--- src/rtl/store_narrower_pkg.sv ---
// Shared size codes, FSM encoding and byte helpers for the store narrower
// and the load-side sign extender.
package store_narrower_pkg;

  localparam logic [1:0] SZ_BYTE = 2'd0;
  localparam logic [1:0] SZ_HALF = 2'd1;
  localparam logic [1:0] SZ_WORD = 2'd2;
  localparam logic [1:0] SZ_RSVD = 2'd3;

  typedef enum logic [1:0] {
    ST_IDLE  = 2'd0,
    ST_WRITE = 2'd1,
    ST_DONE  = 2'd2
  } state_t;

  // Index of the most significant byte kept at a given size.
  function automatic logic [1:0] last_idx(
    input logic [1:0] sz
  );
    logic [1:0] r;
    r = 2'd3;
    unique case (sz)
      SZ_BYTE: r = 2'd0;
      SZ_HALF: r = 2'd1;
      default: r = 2'd3;
    endcase
    return r;
  endfunction

  function automatic logic [7:0] pick_byte(
    input logic [31:0] d,
    input logic [1:0]  idx
  );
    return d[{idx, 3'b000} +: 8];
  endfunction

endpackage

--- src/rtl/store_narrower_trunc_check.sv ---
// Flags a register value that cannot be represented at the store size.
// Purely combinational; word and reserved sizes never truncate.
module trunc_check
  import store_narrower_pkg::*;
(
  input  logic [31:0] data,
  input  logic [1:0]  size,
  input  logic        sgn,
  output logic        trunc_err
);

  logic byte_bad;
  logic half_bad;

  always_comb begin
    byte_bad = 1'b0;
    half_bad = 1'b0;
    if (sgn) begin
      byte_bad = data[31:8]  != {24{data[7]}};
      half_bad = data[31:16] != {16{data[15]}};
    end else begin
      byte_bad = data[31:8]  != 24'd0;
      half_bad = data[31:16] != 16'd0;
    end
  end

  always_comb begin
    trunc_err = 1'b0;
    unique case (size)
      SZ_BYTE: trunc_err = byte_bad;
      SZ_HALF: trunc_err = half_bad;
      default: trunc_err = 1'b0;
    endcase
  end

endmodule

--- src/rtl/store_narrower.sv ---
// Narrows a 32-bit store value to byte/half/word and streams it
// big-endian onto a byte-wide memory write port.
module store_narrower
  import store_narrower_pkg::*;
#(
  parameter int ADDR_W = 32
) (
  input  logic              clk,
  input  logic              rst_n,
  input  logic              start,
  input  logic [31:0]       data_in,
  input  logic [ADDR_W-1:0] addr_in,
  input  logic [1:0]        size,
  input  logic              sgn,
  output logic [ADDR_W-1:0] mem_addr,
  output logic [7:0]        mem_wdata,
  output logic              mem_we,
  input  logic              mem_ready,
  output logic              busy,
  output logic              done,
  output logic              size_err,
  output logic              align_err,
  output logic              trunc_err
);

  state_t            state;
  logic [31:0]       data_q;
  logic [ADDR_W-1:0] addr_q;
  logic [1:0]        size_q;
  logic              sgn_q;
  logic [1:0]        k;
  logic [1:0]        last;

  logic              se_in;
  logic              ae_in;
  logic [1:0]        last_in;
  logic [1:0]        k_nx;

  assign se_in   = size == SZ_RSVD;
  assign ae_in   = (size == SZ_HALF && addr_in[0])
                || (size == SZ_WORD && addr_in[1:0] != 2'b00);
  assign last_in = last_idx(size);
  assign k_nx    = k + 2'd1;

  // Evaluated on the captured request so the flag holds until the next start.
  trunc_check u_trunc (
    .data      (data_q),
    .size      (size_q),
    .sgn       (sgn_q),
    .trunc_err (trunc_err)
  );

  always_ff @(posedge clk or negedge rst_n) begin
    if (!rst_n) begin
      state     <= ST_IDLE;
      data_q    <= '0;
      addr_q    <= '0;
      size_q    <= '0;
      sgn_q     <= 1'b0;
      k         <= '0;
      last      <= '0;
      mem_addr  <= '0;
      mem_wdata <= '0;
      mem_we    <= 1'b0;
      busy      <= 1'b0;
      done      <= 1'b0;
      size_err  <= 1'b0;
      align_err <= 1'b0;
    end else begin
      unique case (state)
        ST_IDLE: begin
          done <= 1'b0;
          if (start) begin
            data_q    <= data_in;
            addr_q    <= addr_in;
            size_q    <= size;
            sgn_q     <= sgn;
            last      <= last_in;
            k         <= '0;
            size_err  <= se_in;
            align_err <= ae_in;
            busy      <= 1'b1;
            if (se_in || ae_in) begin
              state <= ST_DONE;
              done  <= 1'b1;
            end else begin
              state     <= ST_WRITE;
              mem_we    <= 1'b1;
              mem_addr  <= addr_in;
              mem_wdata <= pick_byte(data_in, last_in);
            end
          end
        end
        ST_WRITE: begin
          if (mem_ready) begin
            if (k == last) begin
              state     <= ST_DONE;
              mem_we    <= 1'b0;
              mem_addr  <= '0;
              mem_wdata <= '0;
              done      <= 1'b1;
            end else begin
              k         <= k_nx;
              mem_addr  <= addr_q + ADDR_W'(k_nx);
              mem_wdata <= pick_byte(data_q, last - k_nx);
            end
          end
        end
        ST_DONE: begin
          state <= ST_IDLE;
          done  <= 1'b0;
          busy  <= 1'b0;
        end
        default: begin
          state     <= ST_IDLE;
          mem_we    <= 1'b0;
          mem_addr  <= '0;
          mem_wdata <= '0;
          busy      <= 1'b0;
          done      <= 1'b0;
        end
      endcase
    end
  end

endmodule
--- config.mk ---
export PLATFORM = sky130hd
export DESIGN_NAME = store_narrower
export DESIGN_NICKNAME = d
export VERILOG_FILES = /design/src/rtl/store_narrower_pkg.sv /design/src/rtl/store_narrower_trunc_check.sv /design/src/rtl/store_narrower.sv
export SDC_FILE = /design/constraint.sdc
export NUM_CORES = 1
export LEC_CHECK = 0
export CAP_MARGIN = 20
export CELL_PAD_IN_SITES_DETAIL_PLACEMENT = 0
export CELL_PAD_IN_SITES_GLOBAL_PLACEMENT = 1
export CORE_ASPECT_RATIO = 1.1
export CORE_MARGIN = 2
export CORE_UTILIZATION = 25
export CTS_CLUSTER_DIAMETER = 200
export DETAILED_ROUTE_END_ITERATION = 8
export GPL_ROUTABILITY_DRIVEN = 1
export PLACE_DENSITY = 0.68
export SLEW_MARGIN = 30
export SYNTH_ARGS = -nofsm -noshare
export SYNTH_HDL_FRONTEND = slang
export SYNTH_SLANG_ARGS = --single-unit
export TNS_END_PERCENT = 10
--- constraint.sdc ---
create_clock -name clk -period 2.95 [get_ports clk]
set_input_delay 0.59 -clock clk [delete_from_list [all_inputs] [get_ports clk]]
set_output_delay 0.59 -clock clk [all_outputs]
set_load 0.05 [all_outputs]
==> flow_summary.yaml <==
synthesis:
  ys_warn_count: 0
  synth-compound-area-share_pct: 10.71
  synthesis.nets: 810
  dominantRegCellSynth: "dfrtp_1"
  synth.area.mux_share_pct: 1.477
  yosys-top-cells-area: "dfrtp_1 (48%), nand2_1 (17%), a21oi_1 (3.8%), xor2_1 (3.0%), nor2_1 (2.5%)"
  synth-xor-area-share_pct: 5.559
  yosysMostFrequentCell: "nand2_1"
  synth_top_cell_by_area: "dfrtp_1"
  synthAdderAreaFrac_pct: 0.9436
  syn_area_mm2: 0.006100
  synth_top_family_by_area: "simple AND/OR/NAND/NOR gates"
  synthCells: 735
  yosys-top-cells-count: "nand2_1 (277), dfrtp_1 (118), a21oi_1 (46)"
  async_flop_share_pct: 100.0
  ys_ff_latch: 118
  synth_cell_types: 54
  avgSynthCellArea_um2: 8.299
  synth_edf_count: 0
  yosysTopAreaCellShare_pct: 48.41
  synth_simple_gate_area_share_pct: 28.96
  ys_seq_area_share_pct: 48.41
layout:
  final_cells: 1168
  areaGrowthSynthToFinish_pct: 34.61
  final_layout_size_suffix_gt1_share_pct: 8.353
  layout.nets: 924
grt:
  overflow: 0
  grt_pass1_vias: 5597
  antenna_found_initial: 1
  grt_pass1_wl_mm: 31.58
  grtUsageTotal_pct: 15.59
  grt_max_degree: 56
worst_setup_path:
  path_max_fanout: 4
  regToRegStartpoint: "k[1]$_DFFE_PN0P_"
  worstSetupStartpoint: "sgn_q$_DFFE_PN0P_"
  ff2ff_path_depth: 9
  worstSetupPathType: "reg2out"
  cp-end-kind: "output pin"
  cp_slowest_stage_delay_ns: 0.58
  regToRegSetupSlack_ns: 0.41
  r2r_end: "mem_addr[26]$_DFFE_PN0P_"
  cp-endpoint: "trunc_err"
  startpoint_type: "register"
  crit_slowest_cell: "or4_1"
  crit_chain: "and4_1, nand3_1, or4_1, nor3_1, o41ai_2, buf_4"
  cp.required_ns: 2.36
  arrival_ns: 2.23
floorplan:
  die_x_um: 152.9
  start_util_pct: 25.58
  io_pins: 117
  die-area_mm2: 0.02567
  die_h_um: 167.8
  core_area_mm2: 0.02384
  row_count: 59
timing:
  clock-skew-final_ns: 0.008242
  rsz0062_at_grt: "no"
  timing.hold.ws_ns: 0.1606
  setup_viol_count_final: 0
  period_share_pct: 95.59
  slew_viol_final: 0
  fin_crit_ns: 2.820
  relSlewSlack_pct: 61.22
  setup-tns-final_ns: 0
  worst_slew_pin_slew_ns: 0.5816
  fmax_mhz: 354.6
  final_hold_viol_count: 0
status:
  status: "complete, no violations"
power_and_ir_drop:
  p_leak_nw: 3.654
  power.density_mw_per_mm2: 1178
  peakVddDrop_mv: 0.5057
place:
  place.gp.congestion: 0.7671
  dp_hpwl_mm: 13.36
  io_buffers: 116
  dp.cells: 1135
routing:
  drtIter0Drc: 307
  wl_mm: 19.72
  via_per_inst: 4.646
  drtAntennaViolNets: 0
  drc_errors: 0
  routedWlPerCell_um: 16.89
  first_pass_iters: 5
  vias: 5427
clocking:
  cts-buffers-inserted: 17
  root_buffer: "clkbuf_16"
  cts_sinks: 118
  cts_setup_buffers: 0
  path_clk_slew_ns: 0.06
  clk_latency_ns: 0.42
  ctsHoldBuffers: 0
  ctsResizeCount: 0
  tritoncts: "built"
  htreeDepth: 4
  clockBufferDepth: 2
run:
  max_cap_violations: 0
hold_path:
  hold_path_class: "in2async"
## placed cells by master (no fill, tap or decap), types with 2 or more instances in the layout
cell type / count
xnor2_2: 3
a31oi_1: 3
xor2_1: 21
nor4_1: 6
nor4_4: 2
clkinv_2: 3
mux2i_1: 9
nand3_1: 25
ha_1: 3
or4_1: 3
or3_1: 11
nor2_1: 40
o21ai_2: 3
nor2b_1: 3
inv_1: 8
dfrtp_1: 118
o21a_1: 2
bufinv_16: 2
a32oi_1: 2
xnor2_1: 9
nand2_1: 276
clkinv_4: 3
clkdlybuf4s50_1: 114
inv_2: 2
clkbuf_16: 17
buf_4: 20
a21oi_1: 46
a22oi_1: 2
clkinvlp_4: 3
and3_1: 4
nand4_1: 15
nor3_1: 6
nand2b_1: 3
o21ai_0: 28
o22ai_1: 21
inv_6: 3
## cells by family after synthesis
kind of cell | count (synthesis)
XOR/XNOR | 34
AO/OA/AOI/OAI | 115
multiplexers | 9
AND/OR/NAND/NOR | 405
buffers and inverters | 50
adder cells (fa/ha/maj) | 4
flip-flops | 118
## state kept, by name, summed over array words and instances (netlist names)
name / flops
addr_q: 32
data_q: 32
mem_addr: 32
mem_wdata: 8
k: 2
last: 2
size_q: 2
state: 2
align_err: 1
busy: 1
done: 1
mem_we: 1
sgn_q: 1
size_err: 1
## layer usage
layer | wire length, um | track usage, %
met5 | 0 | 0
met4 | 308 | 4.428
met3 | 712 | 2.960
met2 | 9308 | 24.98
met1 | 9393 | 21.58
## worst max-delay path, delay by kind of cell, from the launching register on
kind	cells	cell delay [ns]
DFF	1	0.41
buffers and inverters	1	0.20
and+or+nand+nor	4	1.09
AOI/OAI and AO/OA	1	0.11
## worst min-delay path by stage
stage | endpoint | slack (ns) | depth (start not counted)
6_report | data_q[19]$_DFFE_PN0P_ | 0.16 | 1
3_3_place_gp | data_q[6]$_DFFE_PN0P_ | 0.46 | 2
5_1_grt | data_q[19]$_DFFE_PN0P_ | 0.20 | 1
4_1_cts | data_q[3]$_DFFE_PN0P_ | 0.18 | 1
3_5_place_dp | data_q[5]$_DFFE_PN0P_ | 0.46 | 2
2_1_floorplan | addr_q[0]$_DFFE_PN0P_ | 0.29 | 0
## stage by stage
step / power [mW] / util [%] / setup WS (ns) / instance area [um2]
after floorplan: 6.061 / - / 0.6294 / 6107
after CTS: 9.776 / 34.40 / 0.06437 / 8202
after global placement: 7.600 / 31.93 / 0.4666 / 7612
after detailed placement: 7.628 / 31.93 / 0.4086 / 7612
after global routing: 10.33 / 34.43 / 0.01957 / 8210
final: 9.671 / 34.43 / 0.1302 / 8210
## power by group
group          internal, mW  switching, mW  leakage, nW  total (mW)
combinational          1.56           2.85         1.91        4.41
clock                  1.27          0.830        0.283        2.10
sequential             2.38          0.782         1.47        3.16
## area by class of cell
type	instances	area [um2]
Fill cell	2457	15630
Sequential cell	118	2953
Multi-Input combinational cell	567	2935
Timing Repair Buffer	135	1311
Clock buffer	18	439.2
Tap cell	305	381.6
Clock inverter	14	150.1
Inverter	10	37.54
Antenna cell	1	2.502
No activity file was read; power rests on OpenSTA's default activity.
==> edit, RTL diff (same flow settings) <==
Reset style: synchronous (`rst_n`), changed in one clocked block.
--- a/src/rtl/store_narrower.sv
+++ b/src/rtl/store_narrower.sv
@@ -52,3 +52,3 @@
 
-  always_ff @(posedge clk or negedge rst_n) begin
+  always_ff @(posedge clk) begin
     if (!rst_n) begin
Formal check against the unedited RTL: differs if rst_n is asserted again (counterexample within 4 cycles, from zero or initial values and one cycle with rst_n low); with rst_n held inactive, the same outputs for 4 cycles.
==> edit against the unedited design <==
Critical path depth unchanged; critical path type unchanged; wire length decreased by 3.9%; sequential cell count unchanged; setup slack improved by 65 ps; design area decreased by 4.6%; non-clock buffer count increased by 10; core utilization increased by 0.18 points; highest routed layer unchanged; synthesized area decreased by 6.4%.
Power is not compared: it rests on default switching activity, and its combinational part moved more than twofold at a synthesized area within 25%.
==> edit: results (changes against the unedited design) <==
| Metric | Value |
|---|---|
| Peak VDD IR | 0.4020 mV |
| Final #Nets | 903 (-2.3%) |
| Pin count of the biggest net entering global routing | 73 (+30%) |
| Global Route Usage Sum | 0.1585 (+0.002670) |
| RD Place Congestion | 0.8075 (+5.3%) |
| Synth cell types | 56 (+3.7%) |
| CP max FO | 4 (unchanged) |
| Crit path max-delay family | buffers and inverters |
| Worst EP arrival | 2170 ps (-60 ps) |
| Register area share after synthesis | 0.4137 (-0.07043) |
| Post-Route WL | 18,960 µm (-3.9%) |
| Top post-synthesis cells by area | dfxtp_1 (41%), nand2_1 (12%), a21oi_1 (7.9%) |
| First-pass GRT wire length | 29,590 µm (-6.3%) |
| 1st-pass router iterations | 5 (unchanged) |
| Top cells by count, synth | nand2_1 (189), dfxtp_1 (118), a21oi_1 (90) |
| Fraction of layout cells with a size suffix above 1 | 0.1050 (+0.02149) |
| Mux share of post-synthesis cell area | 0.04755 (+0.03278) |
| Warnings, synthesis | 0 (unchanged) |
| CP max-delay cell | dlygate4sd2_1 |
| Iter 0 DRT Violations | 431 (+40%) |
| Syn Nets | 788 (-2.7%) |
| Antenna diodes | 0 (-1) |
| Max_slew headroom | 0.4508 (-0.1614) |
| Max incr delay on CP | 570 ps |
| Clock latency at the later pin of the worst-skew pair | 420 ps (about the same) |
| HPWL after DPL | 13,240 µm (-0.93%) |
| Post-Synth Adder-Cell Area | 0.01008 (+0.0006430) |
| Leak | 0.002773 µW |
| Post-Synth XOR/XNOR Area | 0.03528 (-0.02031) |
| Register clock-pin slew on the reported worst setup and hold paths | 50 ps |
| Worst clock skew | 10.17 ps (+1.930 ps) |
| H-tree levels | 4 (unchanged) |
| DR vias/cell | 4.822 (+3.8%) |
| Initial antenna violation count | 0 (-1) |
| Ys flop type | dfxtp_1 |
| TritonCTS buffer count | 17 (unchanged) |
| Async S/R FF share, synth | 0 (-1.000) |
| Status | completed |
| Hold WC Path Type | flop to flop |
| Port buffer count | 116 (unchanged) |
| Number of global-route vias before repair | 5,262 (-6.0%) |
| Fill cell count | 2,420 (-1.5%) |
| Compound-Gate Fraction of Synth Area | 0.2064 (+0.09932) |
| Clk root buf | clkbuf_16 |
| Clock Path Buffers | 2 (unchanged) |
| NetSw | 1314 µW |
| Place WS | 173.9 ps (-234.7 ps) |
| Largest regs | addr_q x32, data_q x32, mem_addr x32 |
-- edit: changes by cell type after synthesis, sizes merged, moves of 8 or more --
| cell | delta |
|---|---|
| nand2 | -88 |
| xor2 | -17 |
| nor2 | -23 |
| buf | -11 |
| dfrtp | -118 |
| a22oi | +32 |
| clkbuf | +20 |
| dfxtp | +118 |
| o22ai | -15 |
| a21oi | +44 |
| nand3 | -12 |
| mux4 | +8 |
| nor3 | +10 |
-- edit: final timing paths --
check                             startpoint           end  slack (ps)  depth (start not counted)
worst max register to register          k[0]  mem_addr[20]         210                          8
worst min register to register  mem_addr[15]  mem_addr[15]         450                          2
worst max-delay path              data_q[18]     trunc_err         190                          6
worst min-delay path            mem_addr[15]  mem_addr[15]         450                          2
-- edit: layout make-up --
cell class / instances / area, µm² / area share
sequential: 118 / 2364 / 0.3016
clock inverter: 5 / 50.05 / 0.006387
clock buffer: 24 / 481.7 / 0.06147
inverter: 15 / 56.30 / 0.007185
timing repair buffer: 145 / 1390 / 0.1774
multi-input combinational: 531 / 3119 / 0.3981
tap: 300 / 375.4 / 0.04790
-- edit: tightest hold or removal path, stage by stage, from the launching register on --
cell	delay, ps
dfxtp_1	310
nand2_1	50
o21ai_1	50
-- edit: metal layers --
| layer | GRT usage | up-vias | wire length, µm |
|---|---|---|---|
| li1 | - | 2748 | - |
| met4 | 0.04416 | 0 | 163 |
| met3 | 0.03669 | 12 | 1076 |
| met1 | 0.2099 | 2583 | 8607 |
| met5 | 0 | - | 0 |
| met2 | 0.2593 | 145 | 9111 |
-- edit: timing repair --
item                                    4_1_cts  5_1_grt
setup buffers                                 0        0
hold endpoints to repair                      0        0
hold buffers                                  0        0
resized for setup                             1        5
endpoints found under the setup margin        1        3
-- edit: per-stage QoR --
step	instance area (µm²)	instances	power (µW)	hold slack (ps)
after floorplan	5710	713	2341	433.4
after global placement	7276	1109	2716	439.2
after detailed placement	7282	1109	2720	446.3
after CTS	7812	1138	4634	454.6
after global routing	7836	1138	4781	470.6
final	7836	1138	4578	450.0
-- edit: logic make-up after synthesis --
family / count (synthesis)
adders and majority gates: 4
muxes: 17
AOI/OAI and AO/OA: 195
buffers and inverters: 64
and+or+nand+nor: 292
DFF: 118
xor gates and xnor gates: 23
-- edit: power groups by stage --
stage | clock [µW] | sequential [µW] | combinational, µW
2_1_floorplan | 0 | 1940 | 398
3_5_place_dp | 0 | 1840 | 875
6_report | 1900 | 1810 | 864
5_1_grt | 2010 | 1830 | 941
4_1_cts | 1950 | 1810 | 876
3_3_place_gp | 0 | 1840 | 872
